### src/rtl/lock_detector.sv
// ADPLL lock detector: per-window min/max/average of the phase error drive a
// four-state lock FSM, with starvation detection on the sample stream.
module lock_detector #(
  parameter int WINDOW_LOG2    = 4,
  parameter int LOCK_THRESH    = 4,
  parameter int LOCK_WINDOWS   = 4,
  parameter int UNLOCK_WINDOWS = 2,
  parameter int TIMEOUT_CYCLES = 1024
) (
  input  logic              clk_i,
  input  logic              rst_n_i,
  input  logic              sample_valid_i,
  input  logic signed [7:0] error_i,
  input  logic              clear_i,
  output logic [1:0]        state_o,
  output logic              locked_o,
  output logic signed [7:0] err_min_o,
  output logic signed [7:0] err_max_o,
  output logic signed [7:0] err_avg_o,
  output logic              stats_valid_o,
  output logic              timeout_o
);

  localparam int SW = 8 + WINDOW_LOG2;

  typedef enum logic [1:0] {
    ST_UNLOCKED  = 2'b00,
    ST_ACQUIRING = 2'b01,
    ST_LOCKED    = 2'b10,
    ST_HOLDOVER  = 2'b11
  } state_e;

  state_e                  state_q, state_d;
  logic [WINDOW_LOG2-1:0]  cnt_q, cnt_d;
  logic signed [7:0]       min_q, min_d, max_q, max_d;
  logic signed [SW-1:0]    sum_q, sum_d;
  logic [15:0]             idle_q, idle_d;
  logic [3:0]              good_cnt_q, good_cnt_d, bad_cnt_q, bad_cnt_d;
  logic signed [7:0]       err_min_q, err_min_d, err_max_q, err_max_d, err_avg_q, err_avg_d;
  logic                    stats_valid_q, stats_valid_d;
  logic                    timeout_q, timeout_d;
  logic                    locked_q, locked_d;

  // Window values including the sample presented this cycle
  logic                    first_smp, last_smp, good;
  logic signed [7:0]       min_fin, max_fin;
  logic signed [SW-1:0]    err_ext, sum_fin, avg_shift;

  // NOTE: every variable written here gets a default first so no latch is inferred.
  always_comb begin
    state_d       = state_q;
    cnt_d         = cnt_q;
    min_d         = min_q;
    max_d         = max_q;
    sum_d         = sum_q;
    idle_d        = idle_q;
    good_cnt_d    = good_cnt_q;
    bad_cnt_d     = bad_cnt_q;
    err_min_d     = err_min_q;
    err_max_d     = err_max_q;
    err_avg_d     = err_avg_q;
    stats_valid_d = 1'b0;
    timeout_d     = timeout_q;

    first_smp = (cnt_q == '0);
    last_smp  = &cnt_q;
    err_ext   = $signed({{WINDOW_LOG2{error_i[7]}}, error_i});
    min_fin   = (first_smp || (error_i < min_q)) ? error_i : min_q;
    max_fin   = (first_smp || (error_i > max_q)) ? error_i : max_q;
    sum_fin   = first_smp ? err_ext : sum_q + err_ext;
    avg_shift = sum_fin >>> WINDOW_LOG2;
    // Signed compares against the threshold avoid taking abs() of -128
    good      = (int'(max_fin) <= LOCK_THRESH) && (int'(min_fin) >= -LOCK_THRESH);

    if (clear_i) begin
      state_d    = ST_UNLOCKED;
      cnt_d      = '0;
      min_d      = '0;
      max_d      = '0;
      sum_d      = '0;
      idle_d     = '0;
      good_cnt_d = '0;
      bad_cnt_d  = '0;
      err_min_d  = '0;
      err_max_d  = '0;
      err_avg_d  = '0;
      timeout_d  = 1'b0;
    end else if (sample_valid_i) begin
      idle_d    = '0;
      timeout_d = 1'b0;
      if (last_smp) begin
        cnt_d         = '0;
        min_d         = '0;
        max_d         = '0;
        sum_d         = '0;
        err_min_d     = min_fin;
        err_max_d     = max_fin;
        err_avg_d     = avg_shift[7:0];
        stats_valid_d = 1'b1;
        unique case (state_q)
          ST_UNLOCKED: if (good) begin
            state_d    = ST_ACQUIRING;
            good_cnt_d = 4'd1;
          end
          ST_ACQUIRING: if (good) begin
            if (good_cnt_q + 4'd1 == 4'(LOCK_WINDOWS)) begin
              state_d    = ST_LOCKED;
              good_cnt_d = '0;
            end else begin
              good_cnt_d = good_cnt_q + 4'd1;
            end
          end else begin
            state_d    = ST_UNLOCKED;
            good_cnt_d = '0;
          end
          ST_LOCKED: if (!good) begin
            state_d   = ST_HOLDOVER;
            bad_cnt_d = 4'd1;
          end
          ST_HOLDOVER: if (good) begin
            state_d   = ST_LOCKED;
            bad_cnt_d = '0;
          end else if (bad_cnt_q + 4'd1 == 4'(UNLOCK_WINDOWS)) begin
            state_d   = ST_UNLOCKED;
            bad_cnt_d = '0;
          end else begin
            bad_cnt_d = bad_cnt_q + 4'd1;
          end
          default: state_d = ST_UNLOCKED;
        endcase
      end else begin
        cnt_d = cnt_q + WINDOW_LOG2'(1);
        min_d = min_fin;
        max_d = max_fin;
        sum_d = sum_fin;
      end
    end else if (idle_q != 16'(TIMEOUT_CYCLES)) begin
      idle_d = idle_q + 16'd1;
      // Starvation: drop the partial window and lock progress, keep last statistics
      if (idle_q == 16'(TIMEOUT_CYCLES - 1)) begin
        timeout_d  = 1'b1;
        state_d    = ST_UNLOCKED;
        cnt_d      = '0;
        min_d      = '0;
        max_d      = '0;
        sum_d      = '0;
        good_cnt_d = '0;
        bad_cnt_d  = '0;
      end
    end

    locked_d = (state_d == ST_LOCKED) || (state_d == ST_HOLDOVER);
  end

  // NOTE: sequential state uses non-blocking assignments so every flop samples pre-edge values.
  always_ff @(posedge clk_i or negedge rst_n_i) begin
    if (!rst_n_i) begin
      state_q       <= ST_UNLOCKED;
      cnt_q         <= '0;
      min_q         <= '0;
      max_q         <= '0;
      sum_q         <= '0;
      idle_q        <= '0;
      good_cnt_q    <= '0;
      bad_cnt_q     <= '0;
      err_min_q     <= '0;
      err_max_q     <= '0;
      err_avg_q     <= '0;
      stats_valid_q <= 1'b0;
      timeout_q     <= 1'b0;
      locked_q      <= 1'b0;
    end else begin
      state_q       <= state_d;
      cnt_q         <= cnt_d;
      min_q         <= min_d;
      max_q         <= max_d;
      sum_q         <= sum_d;
      idle_q        <= idle_d;
      good_cnt_q    <= good_cnt_d;
      bad_cnt_q     <= bad_cnt_d;
      err_min_q     <= err_min_d;
      err_max_q     <= err_max_d;
      err_avg_q     <= err_avg_d;
      stats_valid_q <= stats_valid_d;
      timeout_q     <= timeout_d;
      locked_q      <= locked_d;
    end
  end

  assign state_o       = state_q;
  assign locked_o      = locked_q;
  assign err_min_o     = err_min_q;
  assign err_max_o     = err_max_q;
  assign err_avg_o     = err_avg_q;
  assign stats_valid_o = stats_valid_q;
  assign timeout_o     = timeout_q;

endmodule

### config.mk
export PLATFORM = sky130hd
export DESIGN_NAME = lock_detector
export DESIGN_NICKNAME = d
export VERILOG_FILES = /design/src/rtl/lock_detector.sv
export SDC_FILE = /design/constraint.sdc
export NUM_CORES = 1
export LEC_CHECK = 0
export ABC_AREA = 1
export CAP_MARGIN = 0
export CORE_MARGIN = 4
export CORE_UTILIZATION = 58
export DETAILED_ROUTE_END_ITERATION = 10
export HOLD_SLACK_MARGIN = 0.06
export PLACE_DENSITY = 0.86
export RECOVER_POWER = 100
export SKIP_CTS_REPAIR_TIMING = 1
export SLEW_MARGIN = 20
export SYNTH_ARGS = -nofsm -noshare
export SYNTH_HDL_FRONTEND = slang
export SYNTH_SLANG_ARGS = --single-unit
export TNS_END_PERCENT = 10
### constraint.sdc
create_clock -name clk_i -period 3.1 [get_ports clk_i]
set_input_delay 0.465 -clock clk_i [delete_from_list [all_inputs] [get_ports clk_i]]
set_output_delay 0.465 -clock clk_i [all_outputs]
set_load 0.1 [all_outputs]
==> results.yml <==
final_layout:
  multi_input_area_mm2: 0.00246
  fillerInstances: 709
  finalCoreUtilization: 0.681
  area_growth_syn_to_layout_pct: 12.6
  fin_nets: 742
  seq_area_mm2: 0.00213
  num_antenna_cells: 0
  drive_gt1_frac: 0.100
synth:
  yosysMostFrequentCell: "nand2_1"
  netlist.area_leader.share: 0.421
  synth_top_family_by_area: "simple AND/OR/NAND/NOR gates"
  synth_fa_ha_area_frac: 0.0882
  synth_area_per_cell_um2: 8.04
  yosys.area.top_type: "dfrtp_1"
  yosys_warnings: 0
  yosys-top-cells-count: "144 x nand2_1, 94 x inv_1, 85 x dfrtp_1, 39 x nor2_1, 38 x o22ai_1"
  synth_nets: 675
  synth_xor_area_frac: 0.0243
  synthSimpleGateAreaFrac: 0.231
  mappedNetlistArea_mm2: 0.00505
  synthArstFlopShare: 1.00
  synth_edf_count: 0
  synth.area.top_cells: "dfrtp_1 42%, nand2_1 11%, ha_1 8.4%, inv_1 7.0%, o22ai_1 4.7%"
  syn_inst: 628
  synth_compound_area_frac: 0.148
  synth_seq_cells: 85
  ys_seq_area_frac: 0.421
  ys.flop_type: "dfrtp_1"
  synthMuxAreaShare: 0
  synth.distinct_cells: 41
critical_path:
  path_max_fanout: 3
  crit_arrival_ns: 3.12
  critical_path_class: "primary input to flop"
  endpoint_kind: "flop"
  start_kind: "primary input"
  required_ns: 3.32
sta:
  fmax_mhz: 345
  tightest_slew_ns: 2.10
  finalClockSkew_ns: 0.0135
  setup_viol: 0
  final_max_slew_viol_count: 86
  setup_tns_ns: 0
  fin_hold_ws_ns: 0.481
  slew-limit-headroom: -0.401
  fin_crit_ns: 2.90
  rsz0062_at_grt: "no"
  hold_violations: 0
  timing.final.crit_share: 0.936
clock_network:
  clockBufferDepth: 2
  cts.sinks: 85
  clock_latency_ns: 0.36
  numCtsBuffers: 9
  clkSlewWorstSetupHoldPaths_ns: 0.08
  htreeDepth: 3
  cts-root-buf: "clkbuf_8"
  cts_tree: "yes"
floorplan:
  die_h_um: 101
  num_io_pins: 41
  die_area_mm2: 0.0103
  die_x_um: 101
  fp-row-count: 33
  core_area_mm2: 0.00834
  initial_core_util: 0.605
place:
  hpwl_um: 8670
  portBuffers: 40
  place.gp.congestion: 0.869
detailed_routing:
  drc: 0
  drtIter0Drc: 235
  dr.pass1.iters: 5
  num_vias: 4498
  wl_per_cell_um: 14.8
  routed_via_density: 5.59
  wl_um: 11900
  route.antenna.remaining_nets: 0
grt:
  antenna_found_initial: 0
  grt_pass1_wl_um: 20500
  grt_max_degree: 86
  track_usage: 0.250
  grt.overflow.total: 0
  grt_pass1_vias: 4460
status:
  status: "complete, but fails checks"
  violations: "max-capacitance violations, max-slew violations"
power_and_ir_drop:
  leakagePower_uw: 0.00276
  peakVddDrop_mv: 0.322
  powerDensity_mw_per_mm2: 547
run:
  drv_cap: 1
hold_path:
  min_path_type: "flop to flop"
==> routing by layer <==
metal,vias to the layer above,GRT usage,share of wire
met3,30,0.0468,0.052
met4,0,0.0961,0.023
met5,-,0,0
met1,2149,0.319,0.43
met2,122,0.423,0.49
li1,2197,-,-
==> flip-flops by register name, summed over array words and instances, names as in the netlist <==
name	flops
idle_q	16
sum_q	12
err_avg_o	8
err_max_o	8
err_min_o	8
max_q	8
min_q	8
bad_cnt_q	4
cnt_q	4
good_cnt_q	4
state_o	2
locked_o	1
stats_valid_o	1
timeout_o	1
==> cells in the final DEF (no fill, tap or decap), types with 3 or more instances in the layout <==
cell type,instances
nand2_1,148
inv_1,95
dfrtp_1,85
nor2_1,39
o22ai_1,38
clkbuf_1,38
a21oi_1,37
o21ai_0,36
ha_1,34
buf_4,22
nand3_1,21
clkbuf_8,10
nand4_1,9
nor3_1,8
clkdlybuf4s50_1,8
xor2_1,7
xnor2_1,7
nand2_4,6
nand2_2,6
inv_2,5
nor4_1,4
nand3_2,3
==> path summary, 6_finish.rpt <==
check,startpoint,end,slack (ns),depth (start not counted)
setup reg to reg,max_q[5],good_cnt_q[2],0.48,20
max in group asynchronous,rst_n_i,err_min_o[7],1.15,1
setup / recovery,error_i[0],sum_q[10],0.20,15
hold reg to reg,sum_q[0],sum_q[0],0.48,2
hold / removal,sum_q[0],sum_q[0],0.48,2
min in group asynchronous,rst_n_i,sum_q[1],0.68,1
==> worst max-delay path, cell delays in order <==
cell,delay (ns)
dlygate4sd3_1,0.58
ha_1,0.24
fa_1,0.41
nand2_1,0.07
inv_1,0.05
nor2_1,0.09
o21bai_1,0.12
nand2_1,0.09
o211ai_1,0.16
a21o_1,0.20
a21oi_1,0.17
xor2_1,0.17
nand2_1,0.06
nand2_1,0.11
o21ai_0,0.12
==> cell families after synthesis <==
kind of cell               Yosys count
and+or+nand+nor                    251
AOI/OAI and AO/OA                  128
buffers and inverters              115
DFF                                 85
adders and majority gates           35
xor gates and xnor gates            14
==> through the flow <==
stage	cell area (µm²)	total power [µW]	std cells	worst slack, ns
after CTS	5840	3130	804	0.290
after global routing	5680	3330	804	0.0233
after global placement	5670	2360	789	0.0495
after detailed placement	5670	2420	789	-0.0807
after floorplan	5050	2050	628	0.755
final	5680	3110	804	0.198
==> power breakdown <==
part | internal [µW] | switching [µW]
Clock | 311 | 399
Sequential | 1190 | 58.1
Combinational | 426 | 726
==> area by class of cell <==
class,count,area share
Multi-Input combinational cell,428,0.434
Inverter,101,0.0669
Clock buffer,12,0.0255
Clock inverter,3,0.00396
Sequential cell,85,0.374
Timing Repair Buffer,70,0.0727
Tap cell,105,0.0231
(Power assumes the default switching activity.)
